==> src/rtl/alu_pkg.sv <==
// rtl/alu_pkg.sv - ALU operation codes, MIPS opcode/funct constants and decoded-control struct
// Compile-time option: ALU_DEC_ILLEGAL_TRAP_EN adds the illegal-encoding flag to alu_dec_t.
package alu_pkg;

    // ALU operation codes, shared with the execute-stage ALU
    localparam logic [3:0] ALU_ADD     = 4'b0000;
    localparam logic [3:0] ALU_SUB     = 4'b0001;
    localparam logic [3:0] ALU_AND     = 4'b0010;
    localparam logic [3:0] ALU_OR      = 4'b0011;
    localparam logic [3:0] ALU_SLL     = 4'b0100;
    localparam logic [3:0] ALU_SRL     = 4'b0101;
    localparam logic [3:0] ALU_SRA     = 4'b0110;
    localparam logic [3:0] ALU_GREATER = 4'b0111;
    localparam logic [3:0] ALU_LESS    = 4'b1000;
    localparam logic [3:0] ALU_NOR     = 4'b1001;

    // Primary opcodes (instr[31:26])
    localparam logic [5:0] OP_RTYPE = 6'h00;
    localparam logic [5:0] OP_BEQ   = 6'h04;
    localparam logic [5:0] OP_BNE   = 6'h05;
    localparam logic [5:0] OP_BGTZ  = 6'h07;
    localparam logic [5:0] OP_ADDI  = 6'h08;
    localparam logic [5:0] OP_ADDIU = 6'h09;
    localparam logic [5:0] OP_SLTI  = 6'h0A;
    localparam logic [5:0] OP_ANDI  = 6'h0C;
    localparam logic [5:0] OP_ORI   = 6'h0D;
    localparam logic [5:0] OP_LW    = 6'h23;
    localparam logic [5:0] OP_SW    = 6'h2B;

    // R-type function codes (instr[5:0])
    localparam logic [5:0] FN_SLL  = 6'h00;
    localparam logic [5:0] FN_SRL  = 6'h02;
    localparam logic [5:0] FN_SRA  = 6'h03;
    localparam logic [5:0] FN_SLLV = 6'h04;
    localparam logic [5:0] FN_SRLV = 6'h06;
    localparam logic [5:0] FN_SRAV = 6'h07;
    localparam logic [5:0] FN_ADD  = 6'h20;
    localparam logic [5:0] FN_ADDU = 6'h21;
    localparam logic [5:0] FN_SUB  = 6'h22;
    localparam logic [5:0] FN_SUBU = 6'h23;
    localparam logic [5:0] FN_AND  = 6'h24;
    localparam logic [5:0] FN_OR   = 6'h25;
    localparam logic [5:0] FN_NOR  = 6'h27;
    localparam logic [5:0] FN_SLT  = 6'h2A;

    typedef struct packed {
        logic [3:0]  alu_ctrl;
        logic [4:0]  shamt;
        logic        shift_var;
        logic        src_imm;
        logic [31:0] imm;
        logic        ovf_chk;
`ifdef ALU_DEC_ILLEGAL_TRAP_EN
        logic        illegal;
`endif
    } alu_dec_t;

endpackage

==> src/rtl/alu_ctrl_decoder.sv <==
// rtl/alu_ctrl_decoder.sv - combinational MIPS instruction to ALU control decode
// Ports: instr (32-bit instruction word) in; dec (alu_dec_t control bundle) out.
// Compile-time option: ALU_DEC_ILLEGAL_TRAP_EN flags unknown encodings instead of
// treating unknown I-type ops as an immediate ADD extended per IMM_SIGN_DEFAULT.
module alu_ctrl_decoder
    import alu_pkg::*;
#(
    parameter bit IMM_SIGN_DEFAULT = 1'b1
) (
    input  logic [31:0] instr,
    output alu_dec_t    dec
);

    logic [5:0]  op;
    logic [5:0]  funct;
    logic [31:0] sext;
    logic [31:0] zext;
    logic        unused_rs_rt;

    assign op           = instr[31:26];
    assign funct        = instr[5:0];
    assign sext         = {{16{instr[15]}}, instr[15:0]};
    assign zext         = {16'h0000, instr[15:0]};
    // Register specifiers are routed to the register file elsewhere
    assign unused_rs_rt = ^instr[25:16];

    always_comb begin
        dec          = '0;
        dec.alu_ctrl = ALU_ADD;
        // shamt is forwarded for every op; the ALU ignores it for non-shifts
        dec.shamt    = instr[10:6];

        if (op == OP_RTYPE) begin
            case (funct)
                FN_ADD:  begin dec.alu_ctrl = ALU_ADD; dec.ovf_chk = 1'b1; end
                FN_ADDU: dec.alu_ctrl = ALU_ADD;
                FN_SUB:  begin dec.alu_ctrl = ALU_SUB; dec.ovf_chk = 1'b1; end
                FN_SUBU: dec.alu_ctrl = ALU_SUB;
                FN_AND:  dec.alu_ctrl = ALU_AND;
                FN_OR:   dec.alu_ctrl = ALU_OR;
                FN_NOR:  dec.alu_ctrl = ALU_NOR;
                FN_SLT:  dec.alu_ctrl = ALU_LESS;
                FN_SLL:  dec.alu_ctrl = ALU_SLL;
                FN_SRL:  dec.alu_ctrl = ALU_SRL;
                FN_SRA:  dec.alu_ctrl = ALU_SRA;
                FN_SLLV: begin dec.alu_ctrl = ALU_SLL; dec.shift_var = 1'b1; end
                FN_SRLV: begin dec.alu_ctrl = ALU_SRL; dec.shift_var = 1'b1; end
                FN_SRAV: begin dec.alu_ctrl = ALU_SRA; dec.shift_var = 1'b1; end
                default: begin
`ifdef ALU_DEC_ILLEGAL_TRAP_EN
                    dec.illegal = 1'b1;
`endif
                end
            endcase
        end else begin
            case (op)
                OP_ADDI:  begin dec.src_imm = 1'b1; dec.imm = sext; dec.ovf_chk = 1'b1; end
                OP_ADDIU: begin dec.src_imm = 1'b1; dec.imm = sext; end
                OP_SLTI:  begin dec.alu_ctrl = ALU_LESS; dec.src_imm = 1'b1; dec.imm = sext; end
                OP_ANDI:  begin dec.alu_ctrl = ALU_AND;  dec.src_imm = 1'b1; dec.imm = zext; end
                OP_ORI:   begin dec.alu_ctrl = ALU_OR;   dec.src_imm = 1'b1; dec.imm = zext; end
                OP_LW,
                OP_SW:    begin dec.src_imm = 1'b1; dec.imm = sext; end
                // Branch compare runs rs-rt; imm carries the sign-extended offset
                OP_BEQ,
                OP_BNE:   begin dec.alu_ctrl = ALU_SUB; dec.imm = sext; end
                // bgtz compares rs against zero, supplied as a zero immediate
                OP_BGTZ:  begin dec.alu_ctrl = ALU_GREATER; dec.src_imm = 1'b1; end
                default: begin
`ifdef ALU_DEC_ILLEGAL_TRAP_EN
                    dec.illegal = 1'b1;
`else
                    dec.src_imm = 1'b1;
                    dec.imm     = IMM_SIGN_DEFAULT ? sext : zext;
`endif
                end
            endcase
        end
    end

endmodule

==> src/rtl/alu_ctrl_decode_stage.sv <==
// rtl/alu_ctrl_decode_stage.sv - ID/EX register for decoded ALU controls with stall/flush
// Ports: clk, reset (async active-low); id_valid/id_instr decode input; stall, flush;
// ex_valid, ex_alu_ctrl, ex_shamt, ex_shift_var, ex_src_imm, ex_imm, ex_ovf_chk outputs,
// plus ex_illegal when ALU_DEC_ILLEGAL_TRAP_EN is defined.
module alu_ctrl_decode_stage
    import alu_pkg::*;
#(
    parameter bit IMM_SIGN_DEFAULT = 1'b1
) (
    input  logic        clk,
    input  logic        reset,
    input  logic        id_valid,
    input  logic [31:0] id_instr,
    input  logic        stall,
    input  logic        flush,
    output logic        ex_valid,
    output logic [3:0]  ex_alu_ctrl,
    output logic [4:0]  ex_shamt,
    output logic        ex_shift_var,
    output logic        ex_src_imm,
    output logic [31:0] ex_imm,
    output logic        ex_ovf_chk
`ifdef ALU_DEC_ILLEGAL_TRAP_EN
    ,
    output logic        ex_illegal
`endif
);

    alu_dec_t dec;
    alu_dec_t ex_q;
    logic     valid_q;

    alu_ctrl_decoder #(
        .IMM_SIGN_DEFAULT(IMM_SIGN_DEFAULT)
    ) u_decoder (
        .instr(id_instr),
        .dec  (dec)
    );

    // Fields load on every non-stalled edge even when id_valid is low;
    // flush only kills the valid (and illegal) bits, leaving fields stale.
    always_ff @(posedge clk or negedge reset) begin
        if (!reset) begin
            valid_q <= 1'b0;
            ex_q    <= '0;
        end else if (flush) begin
            valid_q <= 1'b0;
`ifdef ALU_DEC_ILLEGAL_TRAP_EN
            ex_q.illegal <= 1'b0;
`endif
        end else if (!stall) begin
            valid_q <= id_valid;
            ex_q    <= dec;
`ifdef ALU_DEC_ILLEGAL_TRAP_EN
            ex_q.illegal <= dec.illegal & id_valid;
`endif
        end
    end

    assign ex_valid     = valid_q;
    assign ex_alu_ctrl  = ex_q.alu_ctrl;
    assign ex_shamt     = ex_q.shamt;
    assign ex_shift_var = ex_q.shift_var;
    assign ex_src_imm   = ex_q.src_imm;
    assign ex_imm       = ex_q.imm;
    assign ex_ovf_chk   = ex_q.ovf_chk;
`ifdef ALU_DEC_ILLEGAL_TRAP_EN
    assign ex_illegal   = ex_q.illegal;
`endif

endmodule

==> config.mk <==
export PLATFORM = sky130hd
export DESIGN_NAME = alu_ctrl_decode_stage
export DESIGN_NICKNAME = d
export VERILOG_FILES = /design/src/rtl/alu_pkg.sv /design/src/rtl/alu_ctrl_decoder.sv /design/src/rtl/alu_ctrl_decode_stage.sv
export SDC_FILE = /design/constraint.sdc
export NUM_CORES = 1
export LEC_CHECK = 0
export CAP_MARGIN = 10
export CORE_MARGIN = 3
export CORE_UTILIZATION = 35
export DETAILED_ROUTE_END_ITERATION = 6
export GPL_ROUTABILITY_DRIVEN = 0
export PLACE_DENSITY = 0.74
export REMOVE_ABC_BUFFERS = 1
export SYNTH_ARGS = -nofsm -noshare
export SYNTH_HDL_FRONTEND = slang
export SYNTH_SLANG_ARGS = --single-unit
==> constraint.sdc <==
create_clock -name clk -period 1 [get_ports clk]
set_input_delay 0.3 -clock clk [delete_from_list [all_inputs] [get_ports clk]]
set_output_delay 0.3 -clock clk [all_outputs]
set_load 0.02 [all_outputs]
# After elaboration in Yosys (flattened, before gate mapping)
# Index checks and enable logic that the tools add are counted.
# classes
n_eq_ne	20
n_mux	13
n_bitwise	2
reduce_logical	11
# ops
cell	count
32-bit one-hot mux with 2 select lines	1
6-bit == test, second input constant	7
6-bit by 3-bit == test with 1-bit output, second input constant	6
33-bit two-way mux	1
4-bit one-hot mux with 8 select lines	1
6-bit by 4-bit == test with 1-bit output, second input constant	4
4-bit one-hot mux with 5 select lines	1
2-bit OR reduction	7
6-bit by 2-bit == test with 1-bit output, second input constant	2
6-bit logical NOT	2
1-bit two-way mux	8
4-bit two-way mux	1
3-bit OR reduction	1
2-bit by 1-bit != test with 1-bit output, second input constant	1
1-bit inverter	2
2-bit AND reduction	1
# word_totals
register_bits	45
inputBits	37

# Depth between registers and ports, before layout
# depth
ltp_word	4
depth_mapped	5

# Modules after synthesis
# From an unflattened synthesis, not the netlist that was laid out.
# unflattened
hier_cells	177
area_unflattened_um2	2204.6
# by_module_without_submodules
mod	n_inst	cells_each	area_each_um2	seq_area_each_um2
alu_ctrl_decode_stage	1	96	1696.6	1126.1
alu_ctrl_decoder	1	81	508.0	0.0

# Worst setup path after synthesis
# No wires, ideal clock.
# synth_path
path_type	in2reg
startpoint	in id_instr[27]
endpoint	reg ex_q, in the netlist ex_alu_ctrl[0]
setup_time_ns	0.122
arrival_ns	1.383
path_slack_ns	-0.504
stages	5
path_cell_list	buf_6 -> or4_4 -> nor3_2 -> o41ai_1 -> a32o_1
# synth_between
elab_chain_cells	4
# synth_lines
element	line	source
from (decl)	alu_ctrl_decode_stage.sv:13	input logic [31:0] id_instr,
6-bit by 3-bit == test with 1-bit output	alu_ctrl_decoder.sv:56	case (op)
2-bit OR reduction	alu_ctrl_decoder.sv:56	
4-bit one-hot mux with 5 select lines	alu_ctrl_decoder.sv:56	
4-bit two-way mux *	alu_ctrl_decoder.sv:33	if (op == OP_RTYPE) begin
to (signal assigned)	alu_ctrl_decode_stage.sv:45	ex_q <= '0;
to (signal assigned)	alu_ctrl_decode_stage.sv:53	ex_q <= dec;
to (decl)	alu_ctrl_decode_stage.sv:30	alu_dec_t ex_q;
# Every way passes the cells marked *; elsewhere a longest branch is shown, timed or not.
# A chain may end at the register's enable or synchronous reset.

==> results.py <==
metrics = {
    "logic_synthesis": {
        "ys.flop_type": "dfrtp_1",
        "syn_area_sq_um": 1510,
        "yosysUniqueCellTypes": 34,
        "syn_inst": 166,
        "yosys-top-cells-area": "dfrtp_1 (50%), nand2_1 (12%), buf_4 (7.4%), o21ai_0 (6.0%), a2111oi_4 (1.8%)",
        "yosysTopAreaCellShare": 0.496,
        "synth_area_per_cell_sq_um": 9.11,
        "synth_common_cells": "nand2_1 (48), dfrtp_1 (30), o21ai_0 (18), buf_4 (15), nor2_1 (6)",
        "yosysMostFrequentCell": "nand2_1",
        "yosysSeqAreaShare": 0.496,
        "synth_top_area_cell": "dfrtp_1",
        "synth_edf_count": 0,
        "yosys_warnings": 0,
        "async_flop_share": 1.00,
        "ys_ff_latch": 30,
    },
    "cells_and_area": {
        "finalNetCount": 310,
        "insertedDiodeCount": 0,
        "syn_to_final_growth_pct": 90.2,
        "post-route-cell-area_sq_um": 2880,
        "drive_above_1_share": 0.555,
    },
    "detailed_routing": {
        "top_layer": "met4",
        "met3_length_um": 240,
        "ant_nets": 0,
        "drt_iter0_markers": 65,
        "drt-met1-wl_um": 1900,
        "drt_wl_total_um": 4730,
        "wl_per_cell_um": 14.6,
        "vias": 1584,
        "via_per_inst": 4.89,
        "drc": 0,
        "firstDrtPassIters": 4,
        "dr_wl_met2_um": 2540,
    },
    "pwr": {
        "clock_power_share": 0.258,
        "ir_drop_mv": 0.614,
        "total_leakage_power_nw": 1.37,
        "combinationalPowerShare": 0.377,
        "seq_power_share": 0.365,
        "switching_share": 0.321,
        "p_switching_w": 0.00128,
        "power_density_nw_per_um2": 1390,
        "p_int_w": 0.00271,
    },
    "flow_run": {
        "maxCapViolCount": 0,
    },
    "sta": {
        "min_period_ps": 1320,
        "setup_violations": 68,
        "fmax_mhz": 755,
        "max_slew_margin": 0.811,
        "tightest_slew_ps": 283,
        "fin_skew_ps": 0,
        "slew_violations": 0,
        "final-hold-violation-count": 0,
        "finalWorstSetupSlack_ps": -324,
        "rsz0062_at_grt": "yes",
        "timing.final.crit_share": 1.32,
    },
    "setup_path": {
        "worstPathArrival_ps": 1020,
        "max_stage_delay_ps": 450,
        "cpMaxStageDelayCell": "dfrtp_2",
        "path_common_cell": "buf_6",
        "cp-start-kind": "register",
        "cp_max_fo": 8,
        "cpLargestDelayFamily": "flip-flops",
        "endpoint_kind": "primary output",
        "critPathKind": "reg -> out",
        "path_cells": "buf_6 > buf_6",
        "path_buf_inv": 2,
        "cp.required_ps": 700,
    },
    "global_route": {
        "grt_max_degree": 31,
        "antenna_found_initial": 0,
        "track_usage": 0.188,
        "overflow": 0,
        "grt_pass1_wl_um": 7490,
        "grt_pass1_vias": 1588,
    },
    "outcome": {
        "status": "finished with violations",
        "violations": "setup timing",
    },
    "clock_tree": {
        "cts_tree": "yes",
        "clockBufferDepth": 2,
        "htree_levels": 2,
        "numClockSinks": 30,
        "cts_buffers": 5,
        "hold_buffers": 0,
        "cts.reportedPaths.clkPinSlew_ps": 70,
        "insertion_delay_ps": 290,
        "clockRootBuffer": "clkbuf_8",
    },
    "floorplanning": {
        "num_io_pins": 82,
        "coreArea_sq_um": 4090,
        "dieArea_sq_um": 5150,
        "die_height_um": 71.7,
        "die_w_um": 71.7,
        "core.rowCount": 23,
        "start_util": 0.370,
    },
    "placed_design": {
        "dp_hpwl_um": 3060,
        "portBuffers": 71,
        "placed_area_sq_um": 2350,
        "dp_slack_ps": -989,
    },
    "hold_path": {
        "hp-class": "in -> reg",
    },
}
-- worst reg2reg max path, delay by kind of cell, from the launching register on --
kind,cells,cell delay [ps]
DFF,1,450
AOI/OAI and AO/OA,1,210
buffers and inverters,1,160
-- layer usage --
layer,vias up,track usage
li1,764,-
met1,762,0.216
met2,49,0.339
met3,9,0.0505
met4,0,0.0543
met5,-,0
-- placed cells by master (no fill, tap or decap), types with 3 or more instances in the layout --
cell,instances
buf_2,4
o21ai_1,3
buf_4,43
nand2_1,47
nor2_1,5
buf_8,3
a21oi_1,3
inv_1,4
clkdlybuf4s50_1,12
clkbuf_8,6
buf_6,54
dfrtp_1,29
or4_4,3
o21ai_2,14
-- path summary, 6_finish.rpt --
| path | slack (ps) | cells past startpoint | startpoint | to |
|---|---|---|---|---|
| hold / removal | 250 | 3 | flush | ex_valid$_DFFE_PN0P_ |
| min in group asynchronous | 370 | 2 | reset | ex_imm[1]$_DFFE_PN0P_ |
| hold reg to reg | 510 | 2 | ex_shamt[4]$_DFFE_PN0P_ | ex_shamt[4]$_DFFE_PN0P_ |
| setup / recovery | -320 | 2 | ex_imm[30]$_DFFE_PN0P_ | ex_imm[25] |
| max in group asynchronous | 450 | 2 | reset | ex_imm[30]$_DFFE_PN0P_ |
| setup reg to reg | 70 | 2 | ex_imm[30]$_DFFE_PN0P_ | ex_imm[30]$_DFFE_PN0P_ |
-- through the flow --
stage | TNS, ps | power [W] | hold WS, ps | utilization | instances
finish | -11560 | 0.00399 | 255 | 0.704 | 324
CTS | -12320 | 0.00391 | 271 | 0.679 | 313
global route | -13700 | 0.00418 | 250 | 0.704 | 324
global placement | -37870 | 0.00262 | 459 | 0.574 | 290
detailed placement | -39240 | 0.00265 | 467 | 0.574 | 290
floorplan | -33630 | 0.00190 | 4.41 | - | 143
-- state kept, by name, indices dropped and copies added, names as in the netlist --
signal	count
ex_imm	17
ex_shamt	5
ex_alu_ctrl	4
ex_ovf_chk	1
ex_shift_var	1
ex_src_imm	1
ex_valid	1
-- cell families after synthesis --
kind of cell	synth area share
muxes	0.0132
and+or+nand+nor	0.209
DFF	0.496
AOI/OAI and AO/OA	0.165
buffers and inverters	0.116
-- final cells by class --
| cell class | count | area, sq um |
|---|---|---|
| Inverter | 4 | 15.0 |
| Multi-Input combinational cell | 109 | 757 |
| Fill cell | 307 | 1210 |
| Sequential cell | 30 | 752 |
| Tap cell | 50 | 62.6 |
| Clock inverter | 2 | 12.5 |
| Clock buffer | 6 | 82.6 |
| Timing Repair Buffer | 123 | 1190 |
-- repair_timing --
item                                    CTS  global route
gates cloned                              1             0
pin swaps                                34            14
buffers inserted                         14            13
resized for setup                       375            18
endpoints found under the setup margin   74            69
-- power groups by stage --
stage | combinational [W] | clock, W | sequential, W
floorplan | 0.000174 | 0 | 0.00173
global placement | 0.00117 | 0 | 0.00145
detailed placement | 0.00119 | 0 | 0.00146
CTS | 0.00140 | 0.00106 | 0.00145
global route | 0.00159 | 0.00111 | 0.00147
finish | 0.00150 | 0.00103 | 0.00146
Power figures use the tool's default switching activity.
